===== src/rtl/store_merge_buffer.sv =====
// ============================================================================
// Module   : store_merge_buffer
// Purpose  : Single-line write-combining buffer; merges byte-enabled word
//            stores into one line and drains it over a valid/ready port.
//            Optional idle auto-drain enabled by macro STORE_MERGE_TIMEOUT_EN.
// Revision : 1.0 - initial release
// ============================================================================
`default_nettype none

module store_merge_buffer #(
  parameter int WORD_W         = 32,
  parameter int LINE_W         = 256,
  parameter int ADDR_W         = 32,
  parameter int TIMEOUT_CYCLES = 16
) (
  input  logic                   clk,
  input  logic                   rst,
  input  logic                   st_valid,
  output logic                   st_ready,
  input  logic [ADDR_W-1:0]      st_addr,
  input  logic [WORD_W-1:0]      st_wdata,
  input  logic [WORD_W/8-1:0]    st_byte_en,
  input  logic                   flush_req,
  output logic                   wb_valid,
  input  logic                   wb_ready,
  output logic [ADDR_W-1:0]      wb_addr,
  output logic [LINE_W-1:0]      wb_data,
  output logic [LINE_W/8-1:0]    wb_mask,
  output logic                   empty
);

  localparam int WB     = WORD_W / 8;
  localparam int LB     = LINE_W / 8;
  localparam int OFF_W  = $clog2(LB);
  localparam int BOFF_W = $clog2(WB);
  localparam int NW     = LINE_W / WORD_W;
  localparam int TAG_W  = ADDR_W - OFF_W;

  typedef enum logic [1:0] {
    S_EMPTY = 2'd0,
    S_FILL  = 2'd1,
    S_DRAIN = 2'd2
  } state_t;

  state_t            r_state;
  logic [TAG_W-1:0]  r_tag;
  logic [LINE_W-1:0] r_data;
  logic [LB-1:0]     r_mask;

  logic [TAG_W-1:0]  w_st_tag;
  logic [OFF_W-1:0]  w_off;
  logic [OFF_W-1:0]  w_slot;
  logic              w_tag_hit;
  logic              w_accept;
  logic              w_full;
  logic              w_timeout;
  logic              w_fill_exit;
  logic [LINE_W-1:0] w_mrg_data;
  logic [LB-1:0]     w_mrg_mask;

  generate
    if (TIMEOUT_CYCLES < 2) begin : g_bad_timeout
      $error("TIMEOUT_CYCLES must be at least 2");
    end
  endgenerate

  assign w_st_tag  = st_addr[ADDR_W-1:OFF_W];
  assign w_off     = st_addr[OFF_W-1:0];
  assign w_slot    = w_off >> BOFF_W;
  assign w_tag_hit = (w_st_tag == r_tag);

  always_comb begin
    st_ready = 1'b0;
    case (r_state)
      S_EMPTY: st_ready = 1'b1;
      S_FILL:  st_ready = w_tag_hit;
      default: st_ready = 1'b0;
    endcase
  end

  assign w_accept = st_valid && st_ready;

  // Merge the incoming word over the held line image; EMPTY always holds zeros.
  always_comb begin
    w_mrg_data = r_data;
    w_mrg_mask = r_mask;
    for (int w = 0; w < NW; w++) begin
      if (w_slot == OFF_W'(w)) begin
        for (int i = 0; i < WB; i++) begin
          if (st_byte_en[i]) begin
            w_mrg_data[(w*WB+i)*8 +: 8] = st_wdata[i*8 +: 8];
            w_mrg_mask[w*WB+i]          = 1'b1;
          end
        end
      end
    end
  end

  assign w_full = &w_mrg_mask;

`ifdef STORE_MERGE_TIMEOUT_EN
  localparam int CNT_W = $clog2(TIMEOUT_CYCLES);
  logic [CNT_W-1:0] r_cnt;

  assign w_timeout = (r_state == S_FILL) && (r_cnt == CNT_W'(TIMEOUT_CYCLES - 1));

  always_ff @(posedge clk) begin
    if (rst || (r_state != S_FILL) || w_accept || w_fill_exit) begin
      r_cnt <= '0;
    end else begin
      r_cnt <= r_cnt + CNT_W'(1);
    end
  end
`else
  assign w_timeout = 1'b0;
`endif

  // A mismatching store leaves FILL without being accepted; it is retried from EMPTY.
  assign w_fill_exit = (r_state == S_FILL) &&
                       ((st_valid && !w_tag_hit) || flush_req || w_timeout ||
                        (w_accept && w_full));

  always_ff @(posedge clk) begin
    if (rst) begin
      r_state <= S_EMPTY;
      r_tag   <= '0;
      r_data  <= '0;
      r_mask  <= '0;
    end else begin
      case (r_state)
        S_EMPTY: begin
          if (w_accept && (|st_byte_en)) begin
            r_tag   <= w_st_tag;
            r_data  <= w_mrg_data;
            r_mask  <= w_mrg_mask;
            r_state <= S_FILL;
          end
        end
        S_FILL: begin
          if (w_accept) begin
            r_data <= w_mrg_data;
            r_mask <= w_mrg_mask;
          end
          if (w_fill_exit) begin
            r_state <= S_DRAIN;
          end
        end
        S_DRAIN: begin
          if (wb_ready) begin
            r_data  <= '0;
            r_mask  <= '0;
            r_state <= S_EMPTY;
          end
        end
        default: r_state <= S_EMPTY;
      endcase
    end
  end

  assign wb_valid = (r_state == S_DRAIN);
  assign empty    = (r_state == S_EMPTY);
  assign wb_addr  = {r_tag, {OFF_W{1'b0}}};
  assign wb_data  = r_data;
  assign wb_mask  = r_mask;

endmodule

`default_nettype wire


===== config.mk =====
export PLATFORM = sky130hd
export DESIGN_NAME = store_merge_buffer
export DESIGN_NICKNAME = d
export VERILOG_FILES = /design/src/rtl/store_merge_buffer.sv
export SDC_FILE = /design/constraint.sdc
export NUM_CORES = 1
export LEC_CHECK = 0
export ABC_AREA = 0
export BUFFER_PORTS_ARGS = -buffer_cell sky130_fd_sc_hd__buf_4
export CAP_MARGIN = 30
export CORE_MARGIN = 3
export CORE_UTILIZATION = 55
export DETAILED_ROUTE_END_ITERATION = 10
export PLACE_DENSITY = 0.84
export SLEW_MARGIN = 15
export SYNTH_ARGS = -nofsm -noshare
export SYNTH_HDL_FRONTEND = slang
export SYNTH_SLANG_ARGS = --single-unit
export TNS_END_PERCENT = 100

===== constraint.sdc =====
create_clock -name clk -period 3.25 [get_ports clk]
set_clock_uncertainty 0.1 [all_clocks]
set_input_delay 0.1625 -clock clk [delete_from_list [all_inputs] [get_ports clk]]
set_output_delay 0.1625 -clock clk [all_outputs]
set_load 0.005 [all_outputs]

==> flow_metrics.env <==
export IMPL_status="finished, final reports clean"
export IMPL_vias=10800
export IMPL_ys_seq_area_share_pct=51.4
export IMPL_coreArea_um2=22000
export IMPL_min_to="wb_data[45]"
export IMPL_path_cells="xor2_1 > nor4_1 > nand4_1 > o41ai_4 > buf_4 > nand4_1 > dlygate4sd3_1 > a21oi_1"
export IMPL_p_leak_uw=0.00795
export IMPL_slew_headroom_pct=51.5
export IMPL_drv_cap=0
export IMPL_drc=0
export IMPL_h_tree_depth=2
export IMPL_worstPathMaxFanout=32
export IMPL_cp_arrival_ns=3.33
export IMPL_synth_cells=1265
export IMPL_synthToLayoutAreaGrowth_pct=36.0
export IMPL_grt_usage_pct=30.2
export IMPL_ys_warn_count=0
export IMPL_r2r_start="r_tag[17]"
export IMPL_grt_use_met2_pct=50.9
export IMPL_synth_area_top_cells="dfxtp_1, mux2i_1, nand2_1, xor2_1, clkbuf_1"
export IMPL_totalWireLength_um=38500
export IMPL_use_met1_pct=36.0
export IMPL_fin_crit_ns=3.01
export IMPL_final_common_cell="buf_4"
export IMPL_worstSetupStartpoint="r_tag[17]"
export IMPL_rsz0062_at_grt="no"
export IMPL_first_pass_iters=5
export IMPL_cts_buffers=34
export IMPL_placement_io_buffers=388
export IMPL_hold_ws_ns=0.0364
export IMPL_reg2reg_slack_ns=0.24
export IMPL_tns_ns=0
export IMPL_setup_violations=0
export IMPL_powerDensity_nw_per_um2=504
export IMPL_start_kind="flip-flop"
export IMPL_total_power_uw=8470
export IMPL_met3_usage_pct=8.16
export IMPL_hold_class="input port to flip-flop"
export IMPL_ys_ff_latch=317
export IMPL_gp_congestion=0.833
export IMPL_fin_crit_sh_pct=92.6
export IMPL_antenna_found_initial=1
export IMPL_die_w_um=156
export IMPL_synth_top_area_cell="dfxtp_1"
export IMPL_critPathRequiredTime_ns=3.57
export IMPL_fp_dieH_um=156
export IMPL_cts_tree="yes"
export IMPL_cts_num_sinks=317
export IMPL_cp_end_kind="flip-flop"
export IMPL_rows=54
export IMPL_slowest_delay_ns=0.57
export IMPL_vias_per_cell=5.54
export IMPL_die_area_um2=24300
export IMPL_mostFrequentLayoutCells="buf_4, nand2_1, dfxtp_1"
export IMPL_worst_pin_slew_ns=0.728
export IMPL_wire_per_inst_um=19.7
export IMPL_cts_root_buf="clkbuf_16"
export IMPL_diodes=0
export IMPL_clockBufferDepth=3
export IMPL_grt_pass1_wl_um=58700
export IMPL_synth_cell_area_um2=12300
export IMPL_crit_slowest_cell="dlygate4sd3_1"
export IMPL_drive_gt1_share_pct=28.6
export IMPL_syn_area_per_cell_um2=9.76
export IMPL_max_clock_freq_ghz=0.332
export IMPL_final_hold_viol_count=0
export IMPL_worst_r2r_cell_count=8
export IMPL_slew_violations=0
export IMPL_holdCritStartpoint="st_wdata[13]"
export IMPL_dp_hpwl_um=26300
export IMPL_ant_nets=0
export IMPL_grt_overflow_total=0
export IMPL_clk_latency_ns=0.50
export IMPL_cp_common_cell="nand4_1"
export IMPL_irDropWorstVdd_uv=315
export IMPL_io_pins=396
export IMPL_design_area_um2=16800
export IMPL_drt_iter0_drc=718
export IMPL_top_usage_layer="met2"
export IMPL_grt_pass1_vias=10800
export IMPL_synth_cell_types=45
export IMPL_grt_max_degree=145
export IMPL_place_area_um2=15400
export IMPL_critPathKind="flip-flop to flip-flop"
export IMPL_r2r_end="wb_mask[14]"
export IMPL_yosysTopAreaCellShare_pct=51.4
export IMPL_initial_core_util_pct=56.2
export IMPL_worstHoldPathCells=3
export IMPL_final_nets=1726
export IMPL_clk_pin_slew_worst_paths_ns=0.06
==> power breakdown <==
| part | leakage, µW | total [µW] | switching [µW] | internal (µW) |
|---|---|---|---|---|
| registers | 0.00256 | 4020 | 56.7 | 3960 |
| clock network | 0.000520 | 3690 | 1520 | 2170 |
| logic | 0.00487 | 756 | 445 | 312 |
| total | 0.00795 | 8470 | 2020 | 6440 |
==> critical path: cells and delay by family (launching register included) <==
| kind | cells | cell delay, ns |
|---|---|---|
| buffers and inverters | 2 | 0.95 |
| and+or+nand+nor | 3 | 0.83 |
| AOI/OAI and AO/OA | 2 | 0.53 |
| DFF | 1 | 0.34 |
| xor gates and xnor gates | 1 | 0.17 |
==> cells in the mapped netlist <==
cell type,instances
a21o_1,2
and2_1,14
and4_1,3
nand4b_1,1
buf_6,2
o21ai_0,13
nor4_1,7
clkbuf_2,1
a22oi_1,19
or3_1,1
nor4_2,1
mux2i_1,256
a211o_1,2
nand3_2,11
and2b_1,1
o41ai_4,1
xor2_1,27
o21ai_2,1
buf_2,5
conb_1,1
nand4_1,4
a32oi_1,17
nor2b_1,7
nand3_1,13
nor3_1,2
a21oi_1,35
and3_1,6
and4bb_2,3
inv_1,3
nand2_1,348
buf_1,2
dfxtp_1,317
o21ba_2,1
o31ai_1,1
o22ai_1,2
nor2_1,37
clkbuf_1,58
nand2_2,7
nor4bb_1,2
o31a_1,1
nand2b_1,2
and3b_1,1
and4b_1,6
a31oi_1,1
buf_4,20
==> final cells by class <==
cell class | count | area, µm²
inverters | 3 | 11.3
flip-flops and latches | 317 | 6350
clock buffers | 49 | 978
fillers | 1474 | 5170
repair buffers | 436 | 3420
multi-input cells | 861 | 5610
clock inverters | 8 | 76.3
well taps | 280 | 350
==> layer usage <==
layer | vias up | wire length, µm
met5 | - | 13
met4 | 2 | 2070
met3 | 137 | 2860
met2 | 458 | 18600
met1 | 5184 | 14900
li1 | 5051 | -
==> registers in the layout (all words and copies together) (netlist names) <==
| name | count |
|---|---|
| wb_data | 256 |
| r_state | 2 |
| wb_mask | 32 |
| r_tag | 27 |
==> worst max-delay path by stage <==
stage	to	slack [ns]
finish	wb_mask[14]	0.24
global route	wb_mask[14]	0.0005
CTS	wb_mask[14]	0.28
detailed placement	wb_data[108]	0.56
global placement	wb_data[119]	0.62
floorplan	wb_data[176]	1.20
==> kinds of logic (layout without fill, tap and decap cells) <==
kind of cell,count (synthesis),count (layout),synth area share (%)
simple gates,477,477,17.1
flops,317,317,51.4
mux,256,256,20.8
compound gates,96,96,5.23
buf+inv,91,496,3.56
xor+xnor,27,27,1.92
other cells,1,5,0.0304
==> stage by stage <==
stage | utilization [%] | instances | setup slack [ns]
2_1_floorplan | - | 1269 | 1.20
3_3_place_gp | 70.0 | 1862 | 0.623
3_5_place_dp | 70.0 | 1862 | 0.558
4_1_cts | 76.3 | 1953 | 0.282
5_1_grt | 76.4 | 1954 | 0.000510
6_report | 76.4 | 1954 | 0.242
==> timing repair <==
item | CTS | global route
gates resized for setup | 0 | 0
endpoints found under the setup margin | 0 | 1
hold endpoints to repair | 40 | 0
hold buffers | 34 | 0
setup buffers | 0 | 0
Note: power is estimated with default switching activity, not from simulation.
